**src/rtl/hex_tx_formatter.sv**
```systemverilog
// hex_tx_formatter
//   Feeds the UART transmit pipe with ASCII hex text. Each input word is
//   accepted on a valid/ready handshake and emitted one byte at a time as
//   "0x<digits>[\n]" through the pipe's push_back/data_out byte interface.
//   The formatter stalls whenever the pipe reports full, so the pipe FIFO is
//   never pushed while full. There is no internal FIFO; upstream is held off
//   through ready.
//
// Parameters
//   DATA_WIDTH     width of the input word, multiple of 4 (4..64)
//   PREFIX         1: emit "0x" before the digits, 0: no prefix
//   NEWLINE        1: emit 0x0A after the last digit, 0: no terminator
//   SUPPRESS_ZEROS 1: skip leading '0' digits (at least one digit is printed)
//
// Ports
//   clk        in   clock
//   rst        in   synchronous reset, active-high
//   valid      in   word available on data
//   data       in   word to print, sampled when valid && ready
//   ready      out  formatter idle, can accept a word
//   busy       out  word in progress (inverse of ready)
//   full       in   tx pipe FIFO full
//   push_back  out  one-cycle byte write strobe, registered
//   data_out   out  ASCII byte, registered, valid while push_back is high
//
// State table
//   S_IDLE  | waiting for a word, ready=1
//   S_PFX0  | next byte is '0' of the prefix
//   S_PFX1  | next byte is 'x' of the prefix
//   S_DIGIT | next byte is the hex digit at the top of the shift register
//   S_NL    | next byte is the newline terminator

module hex_tx_formatter #(
  parameter int DATA_WIDTH     = 64,
  parameter int PREFIX         = 1,
  parameter int NEWLINE        = 1,
  parameter int SUPPRESS_ZEROS = 0
) (
  input  logic                  clk,
  input  logic                  rst,
  input  logic                  valid,
  input  logic [DATA_WIDTH-1:0] data,
  output logic                  ready,
  output logic                  busy,
  input  logic                  full,
  output logic                  push_back,
  output logic [7:0]            data_out
);

  localparam int N  = DATA_WIDTH / 4;
  localparam int IW = (N > 1) ? $clog2(N) : 1;
  localparam logic [IW-1:0] LAST_IDX = IW'(N - 1);

  typedef enum logic [2:0] {
    S_IDLE,
    S_PFX0,
    S_PFX1,
    S_DIGIT,
    S_NL
  } state_t;

  state_t                r_state;
  state_t                w_state_nxt;
  logic [DATA_WIDTH-1:0] r_shift;
  logic [IW-1:0]         r_idx;
  logic                  r_push;
  logic [7:0]            r_byte;

  logic                  w_accept;
  logic                  w_issue;
  logic                  w_can_issue;
  logic [7:0]            w_byte;
  logic [IW-1:0]         w_lead_zeros;
  logic [DATA_WIDTH-1:0] w_load_shift;
  logic [IW-1:0]         w_load_idx;

  // Number of leading zero nibbles, capped at N-1 so the least significant
  // digit is always printed (a zero word prints a single '0').
  function automatic logic [IW-1:0] f_lead_zeros(input logic [DATA_WIDTH-1:0] d);
    logic [IW-1:0] cnt;
    logic          stop;
    cnt  = '0;
    stop = 1'b0;
    for (int i = N - 1; i > 0; i--) begin
      if (!stop && (d[4*i +: 4] == 4'h0)) begin
        cnt = cnt + IW'(1);
      end else begin
        stop = 1'b1;
      end
    end
    return cnt;
  endfunction

  function automatic logic [7:0] f_hex_ascii(input logic [3:0] n);
    logic [7:0] r;
    if (n < 4'd10) begin
      r = 8'h30 + {4'h0, n};
    end else begin
      r = 8'h37 + {4'h0, n};
    end
    return r;
  endfunction

  // Leading-zero suppression is folded into the load: the word is pre-shifted
  // so the first printed digit sits at the top, and the digit index starts
  // lower. Entering S_DIGIT therefore costs no extra cycles.
  assign w_lead_zeros = (SUPPRESS_ZEROS != 0) ? f_lead_zeros(data) : '0;
  assign w_load_shift = data << {w_lead_zeros, 2'b00};
  assign w_load_idx   = LAST_IDX - w_lead_zeros;

  // A byte may only be issued when the pipe has room and no push went out in
  // this cycle; the latter forces full to be re-sampled after every push.
  assign w_can_issue = !full && !r_push;

  always_comb begin
    w_state_nxt = r_state;
    w_accept    = 1'b0;
    w_issue     = 1'b0;
    w_byte      = 8'h00;
    case (r_state)
      S_IDLE: begin
        if (valid) begin
          w_accept    = 1'b1;
          w_state_nxt = (PREFIX != 0) ? S_PFX0 : S_DIGIT;
        end
      end
      S_PFX0: begin
        w_byte = 8'h30;
        if (w_can_issue) begin
          w_issue     = 1'b1;
          w_state_nxt = S_PFX1;
        end
      end
      S_PFX1: begin
        w_byte = 8'h78;
        if (w_can_issue) begin
          w_issue     = 1'b1;
          w_state_nxt = S_DIGIT;
        end
      end
      S_DIGIT: begin
        w_byte = f_hex_ascii(r_shift[DATA_WIDTH-1 -: 4]);
        if (w_can_issue) begin
          w_issue = 1'b1;
          if (r_idx == '0) begin
            w_state_nxt = (NEWLINE != 0) ? S_NL : S_IDLE;
          end
        end
      end
      S_NL: begin
        w_byte = 8'h0A;
        if (w_can_issue) begin
          w_issue     = 1'b1;
          w_state_nxt = S_IDLE;
        end
      end
      default: begin
        w_state_nxt = S_IDLE;
      end
    endcase
  end

  always_ff @(posedge clk) begin
    if (rst) begin
      r_state <= S_IDLE;
      r_shift <= '0;
      r_idx   <= '0;
      r_push  <= 1'b0;
      r_byte  <= 8'h00;
    end else begin
      r_state <= w_state_nxt;
      r_push  <= w_issue;
      if (w_issue) begin
        r_byte <= w_byte;
      end
      if (w_accept) begin
        r_shift <= w_load_shift;
        r_idx   <= w_load_idx;
      end else if (w_issue && (r_state == S_DIGIT)) begin
        r_shift <= r_shift << 4;
        if (r_idx != '0) begin
          r_idx <= r_idx - IW'(1);
        end
      end
    end
  end

  assign ready     = (r_state == S_IDLE);
  assign busy      = !ready;
  assign push_back = r_push;
  assign data_out  = r_byte;

endmodule
```
**config.mk**
```make
export PLATFORM = sky130hd
export DESIGN_NAME = hex_tx_formatter
export DESIGN_NICKNAME = d
export VERILOG_FILES = /design/src/rtl/hex_tx_formatter.sv
export SDC_FILE = /design/constraint.sdc
export NUM_CORES = 1
export LEC_CHECK = 0
export CAP_MARGIN = 10
export CORE_AREA = 3 3 128 68
export DETAILED_ROUTE_END_ITERATION = 6
export DIE_AREA = 0 0 131 71
export PLACE_DENSITY_LB_ADDON = 0.3
export SYNTH_ARGS = -nofsm -noshare
export SYNTH_HDL_FRONTEND = slang
export SYNTH_SLANG_ARGS = --single-unit
```
**constraint.sdc**
```tcl
create_clock -name clk -period 1.48 [get_ports clk]
set_input_delay 0.296 -clock clk [delete_from_list [all_inputs] [get_ports clk]]
set_output_delay 0.296 -clock clk [all_outputs]
set_load 0.01 [all_outputs]
```
==> results of run 1 <==
registers in the layout, indices dropped and copies added (netlist names):
| register | flops |
|---|---|
| push_back | 1 |
| r_idx | 4 |
| data_out | 7 |
| r_state | 3 |
| r_shift | 64 |
critical path, stage by stage, from the launching register on:
cell and delay (ns):
dfxtp_2 0.36, buf_8 0.12, nand3b_1 0.16, nor2_4 0.22, buf_6 0.16, buf_12 0.12, nand2_1 0.08, a311oi_2 0.30
cell type report:
class,count,area share
Clock buffer,13,0.04830
Clock inverter,3,0.007156
Inverter,9,0.006038
Multi-Input combinational cell,282,0.3569
Sequential cell,79,0.2849
Tap cell,112,0.02504
Timing Repair Buffer,138,0.2717
metrics by stage:
step             util  instances  setup slack [ns]
2_1_floorplan       -        407           0.05017
3_3_place_gp   0.5728        595           -0.3142
3_5_place_dp   0.5728        595           -0.4576
4_1_cts        0.6475        622          -0.02713
5_1_grt        0.7175        636           -0.1795
6_report       0.7175        636           -0.1457
kinds of logic (layout without fill, tap and decap cells):
logic type,count (synthesis),count (layout),share of synthesized area
adder cells (fa/ha/maj),2,2,0.007336
AND/OR/NAND/NOR,138,138,0.1772
buffers and inverters,46,163,0.07373
flip-flops,79,79,0.4637
AO/OA/AOI/OAI,140,140,0.2744
other,1,1,0.001099
XOR/XNOR,1,1,0.002568
where the power goes:
| group | switching [mW] | internal, mW | total [mW] |
|---|---|---|---|
| clock | 0.857 | 1.44 | 2.30 |
| sequential | 0.138 | 2.31 | 2.44 |
| combinational | 0.655 | 0.694 | 1.35 |
layer usage:
layer  vias up  share of wire  global-route usage
met5         -              0                   0
met4         0          0.012             0.03991
met3        22          0.088             0.08673
met2       164           0.44              0.3219
met1      1756           0.46              0.3252
li1       1688              -                   -
what timing repair did:
| action | 4_1_cts | 5_1_grt |
|---|---|---|
| hold buffers | 0 | 0 |
| cloned | 3 | 6 |
| gates resized for setup | 53 | 96 |
| setup buffers | 9 | 9 |
| pin swaps | 9 | 47 |
| setup endpoints to repair | 36 | 73 |
layout by cell type (no fill, tap or decap), drive strengths merged, types with 2 or more instances in the layout:
cell type,n
o21ai,5
ha,2
nor4b,2
buf,60
nand3,6
clkbuf,17
dlygate4sd2,8
nand2,87
nor2,25
dfxtp,79
a311oi,16
nor3,5
a211oi,5
nor3b,2
clkdlybuf4s50,66
a2111oi,2
a21oi,58
a31oi,2
clkinv,2
a22oi,47
nor2b,2
inv,9
or2,3
a221oi,2
worst min-delay path by stage:
stage                                   from                       end  slack (ns)  cells after the start
finish                                   rst  r_shift[40]$_SDFFE_PP0P_        0.39                      2
CTS                                      rst  r_shift[36]$_SDFFE_PP0P_        0.36                      2
floorplan                            data[0]   r_shift[0]$_SDFFE_PP0P_        0.43                      2
detailed placement  data_out[5]$_SDFFE_PP0P_  data_out[5]$_SDFFE_PP0P_        0.45                      2
global route                             rst  r_shift[40]$_SDFFE_PP0P_        0.40                      2
global placement    r_shift[39]$_SDFFE_PP0P_  r_shift[39]$_SDFFE_PP0P_        0.44                      2
==> flow_summary.ini, run 1 <==
[clock_network]
cts_tree = built
clock-root-buffer = clkbuf_16
clkLatencyLatePin_ns = 0.34
clock_sinks = 79
clk_pin_slew_ns = 0.06
h-tree-depth = 3
cts_buffers = 9
clk_path_buf_depth = 2

[routing]
drt_first_pass_iters = 5
wirelength_um = 11970
route.detailed.drc = 0
drtIter0Drc = 396
ant_nets = 0
vias = 3630
via_per_inst = 5.708
wl_per_cell_um = 18.82

[run_status]
outcome = complete, but fails checks
failed_checks = negative setup slack

[layout]
fin_nets = 589
final_cell_area_um2 = 5595
diodes = 0
fill_cells = 542
multiInputGateArea_um2 = 1997
final-seq-area_um2 = 1594
areaGrowthSynthToFinish_pct = 64.05
drive_gt1_frac = 0.3473

[global_routing]
grt_max_degree = 46
grt_pass1_wl_um = 16400
antenna_found_initial = 0
grt_pass1_vias = 3288
grt_overflow = 0
grt_util_all_layers = 0.2249

[timing]
rsz0062_at_grt = yes
finalClockSkew_ns = 0.007021
finalCritPeriodShare = 1.098
finalWorstSetupSlack_ns = -0.1457
report.final.slew_viol_count = 0
hold_violations = 0
hold_ws_ns = 0.3949
fin_tns_setup_ns = -2.252
setup-violations-final = 54
timing.fmax_mhz = 615.1
fin_crit_ns = 1.626

[floorplan]
die_w_um = 131
rows = 23
core_um2 = 7799
initial_utilization = 0.4373
die_area_um2 = 9301
design.portCount = 79
fp.dieH_um = 71

[setup_path]
path_class = reg2reg
endpoint = r_shift[55]$_SDFFE_PP0P_
endpoint_kind = flop
cp-start-kind = flop
r2r_setup_slack_ns = -0.15
r2r_end = r_shift[55]$_SDFFE_PP0P_
r2r_start = r_state[0]$_SDFFE_PP0P_
cp.required_ns = 1.72
arrival_ns = 1.87
r2r_cells = 7
cp-startpoint = r_state[0]$_SDFFE_PP0P_
cp_max_fo = 5

[placed_design]
dpl.hpwl_um = 6330
place_area_um2 = 4467
gp_congestion = 0.8749
io_buffers = 77

[power]
p_per_area_nw_per_um2 = 1088
peakVddDrop_mv = 0.6806
leakage_nw = 2.069
power.total_mw = 6.088

[yosys]
ys_ff_latch = 79
async_flop_share = 0
ys_warn_count = 0
ys_seq_area_frac = 0.4637
synthCells = 407
synthFlopType = dfxtp_1
yosys.area.top_type_share = 0.4637
synth_cell_types = 38
yosys-top-cells-count = nand2_1 (87), dfxtp_1 (79), a21oi_1 (57), a22oi_1 (47), nor2_1 (25)
synth_most_common_cell = nand2_1
yosysTopAreaCell = dfxtp_1
syn_area_per_cell_um2 = 8.380
syn_area_um2 = 3411
synth-edff-count = 0
synth.area.top_cells = dfxtp_1 (46%), a22oi_1 (10%), nand2_1 (9.6%)
syn-num-nets = 477

[worst_hold_path]
hp-class = in2reg

[job]
cap_viol_max_count = 0
Note: power is estimated with default switching activity, not from simulation.
==> inputs of run 2 (changes only) <==
--- a/config.mk
+++ b/config.mk
@@ -6,9 +6,9 @@
 export NUM_CORES = 1
 export LEC_CHECK = 0
 export CAP_MARGIN = 10
-export CORE_AREA = 3 3 128 68
+export CORE_AREA = 3 3 117 63
 export DETAILED_ROUTE_END_ITERATION = 6
-export DIE_AREA = 0 0 131 71
+export DIE_AREA = 0 0 120 66
 export PLACE_DENSITY_LB_ADDON = 0.3
 export SYNTH_ARGS = -nofsm -noshare
 export SYNTH_HDL_FRONTEND = slang
==> constraint.sdc (replaced) <==
create_clock -name clk -period 2 [get_ports clk]
set_input_delay 0.4 -clock clk [delete_from_list [all_inputs] [get_ports clk]]
set_output_delay 0.4 -clock clk [all_outputs]
set_load 0.01 [all_outputs]
==> run 2 against run 1 <==
- the run now ends clean
- hold slack better by 0.063 ns
- sequential share of layout area up 5.8 points
- total power decreased by 34%
- critical path type is now reg2out
- largest power group unchanged
==> flow_summary.ini, run 2 (synthesized netlist as in run 1, its figures left out) <==
[floorplan]
die_w_um = 120
die_area_um2 = 7920
design.portCount = 79
core_um2 = 6490
initial_utilization = 0.5255
fp.dieH_um = 66
rows = 21

[global_routing]
grt_util_all_layers = 0.2341
grt_pass1_wl_um = 14840
antenna_found_initial = 0
grt_overflow = 0
grt_pass1_vias = 3124
grt_max_degree = 46

[routing]
wirelength_um = 8865
ant_nets = 0
drt_first_pass_iters = 5
vias = 3209
wl_per_cell_um = 15.44
via_per_inst = 5.591
drtIter0Drc = 383
route.detailed.drc = 0

[timing]
rsz0062_at_grt = no
finalWorstSetupSlack_ns = 0.1116
hold_violations = 0
fin_crit_ns = 1.888
hold_ws_ns = 0.4575
finalCritPeriodShare = 0.9442
setup-violations-final = 0
finalClockSkew_ns = 0.004615
fin_tns_setup_ns = 0
report.final.slew_viol_count = 0
timing.fmax_mhz = 529.6

[layout]
fill_cells = 505
final_common_cell = nand2_1
largest_reg_flops = 64
fin_nets = 547
multiInputGateArea_um2 = 1585
final_cell_area_um2 = 4617
areaGrowthSynthToFinish_pct = 35.36
diodes = 0
layout_common_cells = nand2_1 (87), dfxtp_1 (79), clkdlybuf4s50_1 (74)
final-seq-area_um2 = 1582
top_register = r_shift
drive_gt1_frac = 0.08921

[clock_network]
h-tree-depth = 3
clock_sinks = 79
clkLatencyLatePin_ns = 0.33
clock-root-buffer = clkbuf_16
cts_buffers = 9
clk_pin_slew_ns = 0.06
cts_tree = built
clk_path_buf_depth = 2

[setup_path]
r2r_start = r_idx[0]$_SDFFE_PP0P_
r2r_cells = 6
r2r_end = r_idx[1]$_SDFFE_PP0P_
cp-startpoint = r_state[0]$_SDFFE_PP0P_
path_class = reg2out
cp_max_fo = 6
r2r_setup_slack_ns = 0.30
arrival_ns = 1.49
endpoint_kind = output port
cp.required_ns = 1.60
cp-start-kind = flop

[run_status]
outcome = finished clean

[placed_design]
io_buffers = 77
preCtsSetupSlack_ns = 0.03500
dpl.hpwl_um = 6042
gp_congestion = 0.8636
place_area_um2 = 4324

[power]
peakVddDrop_mv = 0.6637
power.total_mw = 4.033
leakage_nw = 1.645
p_per_area_nw_per_um2 = 873.6
p_switching_mw = 1.018
sw_frac_of_total = 0.2523
power_frac_comb = 0.166
internal-power_mw = 3.015
power_frac_seq = 0.443
p_clk_frac = 0.390

[worst_hold_path]
worstHoldStart = r_shift[52]$_SDFFE_PP0P_
hold_depth = 2
hp-class = reg2reg
hold_end = r_shift[52]$_SDFFE_PP0P_

[job]
cap_viol_max_count = 0
## run 2: timing repair
item,CTS,global route
setup endpoints to repair,2,0
hold buffers,0,0
resized for setup,2,0
setup buffers,0,0
## run 2: layer usage
| layer | up-vias | wire, µm | GRT usage |
|---|---|---|---|
| met2 | 99 | 3897 | 0.3494 |
| li1 | 1594 | - | - |
| met4 | 0 | 85 | 0.07275 |
| met1 | 1504 | 4217 | 0.3263 |
| met3 | 12 | 665 | 0.07009 |
| met5 | - | 0 | 0 |
## run 2: worst max-delay path, stage by stage (launching register included)
cell and delay [ns]:
dfxtp_1 0.31, or2_2 0.35, nor2_1 0.14, inv_1 0.08, dlygate4sd2_1 0.28
## run 2: layout make-up
type / count / area share
Timing Repair Buffer: 96 / 0.2179
Inverter: 9 / 0.007317
Tap cell: 92 / 0.02493
Clock buffer: 13 / 0.06070
Sequential cell: 79 / 0.3425
Clock inverter: 3 / 0.003252
Multi-Input combinational cell: 282 / 0.3434
## run 2: worst max path at each step
stage | cells after the start | slack [ns] | to
floorplan | 7 | 0.49 | data_out[2]$_SDFFE_PP0P_
global placement | 6 | 0.11 | r_shift[36]$_SDFFE_PP0P_
detailed placement | 6 | 0.04 | r_shift[55]$_SDFFE_PP0P_
CTS | 4 | 0.11 | busy
global route | 4 | 0.04 | busy
finish | 4 | 0.11 | busy
## run 2: through the flow
stage	utilization	cells
floorplan	-	407
global placement	0.6663	558
detailed placement	0.6663	558
CTS	0.7114	574
global route	0.7114	574
finish	0.7114	574
## run 2: power by group through the flow
| stage | combinational (mW) | sequential (mW) | clock [mW] |
|---|---|---|---|
| 2_1_floorplan | 0.380 | 1.80 | 0 |
| 3_3_place_gp | 0.652 | 1.81 | 0 |
| 3_5_place_dp | 0.672 | 1.82 | 0 |
| 4_1_cts | 0.673 | 1.79 | 1.60 |
| 5_1_grt | 0.745 | 1.80 | 1.66 |
| 6_report | 0.671 | 1.79 | 1.57 |
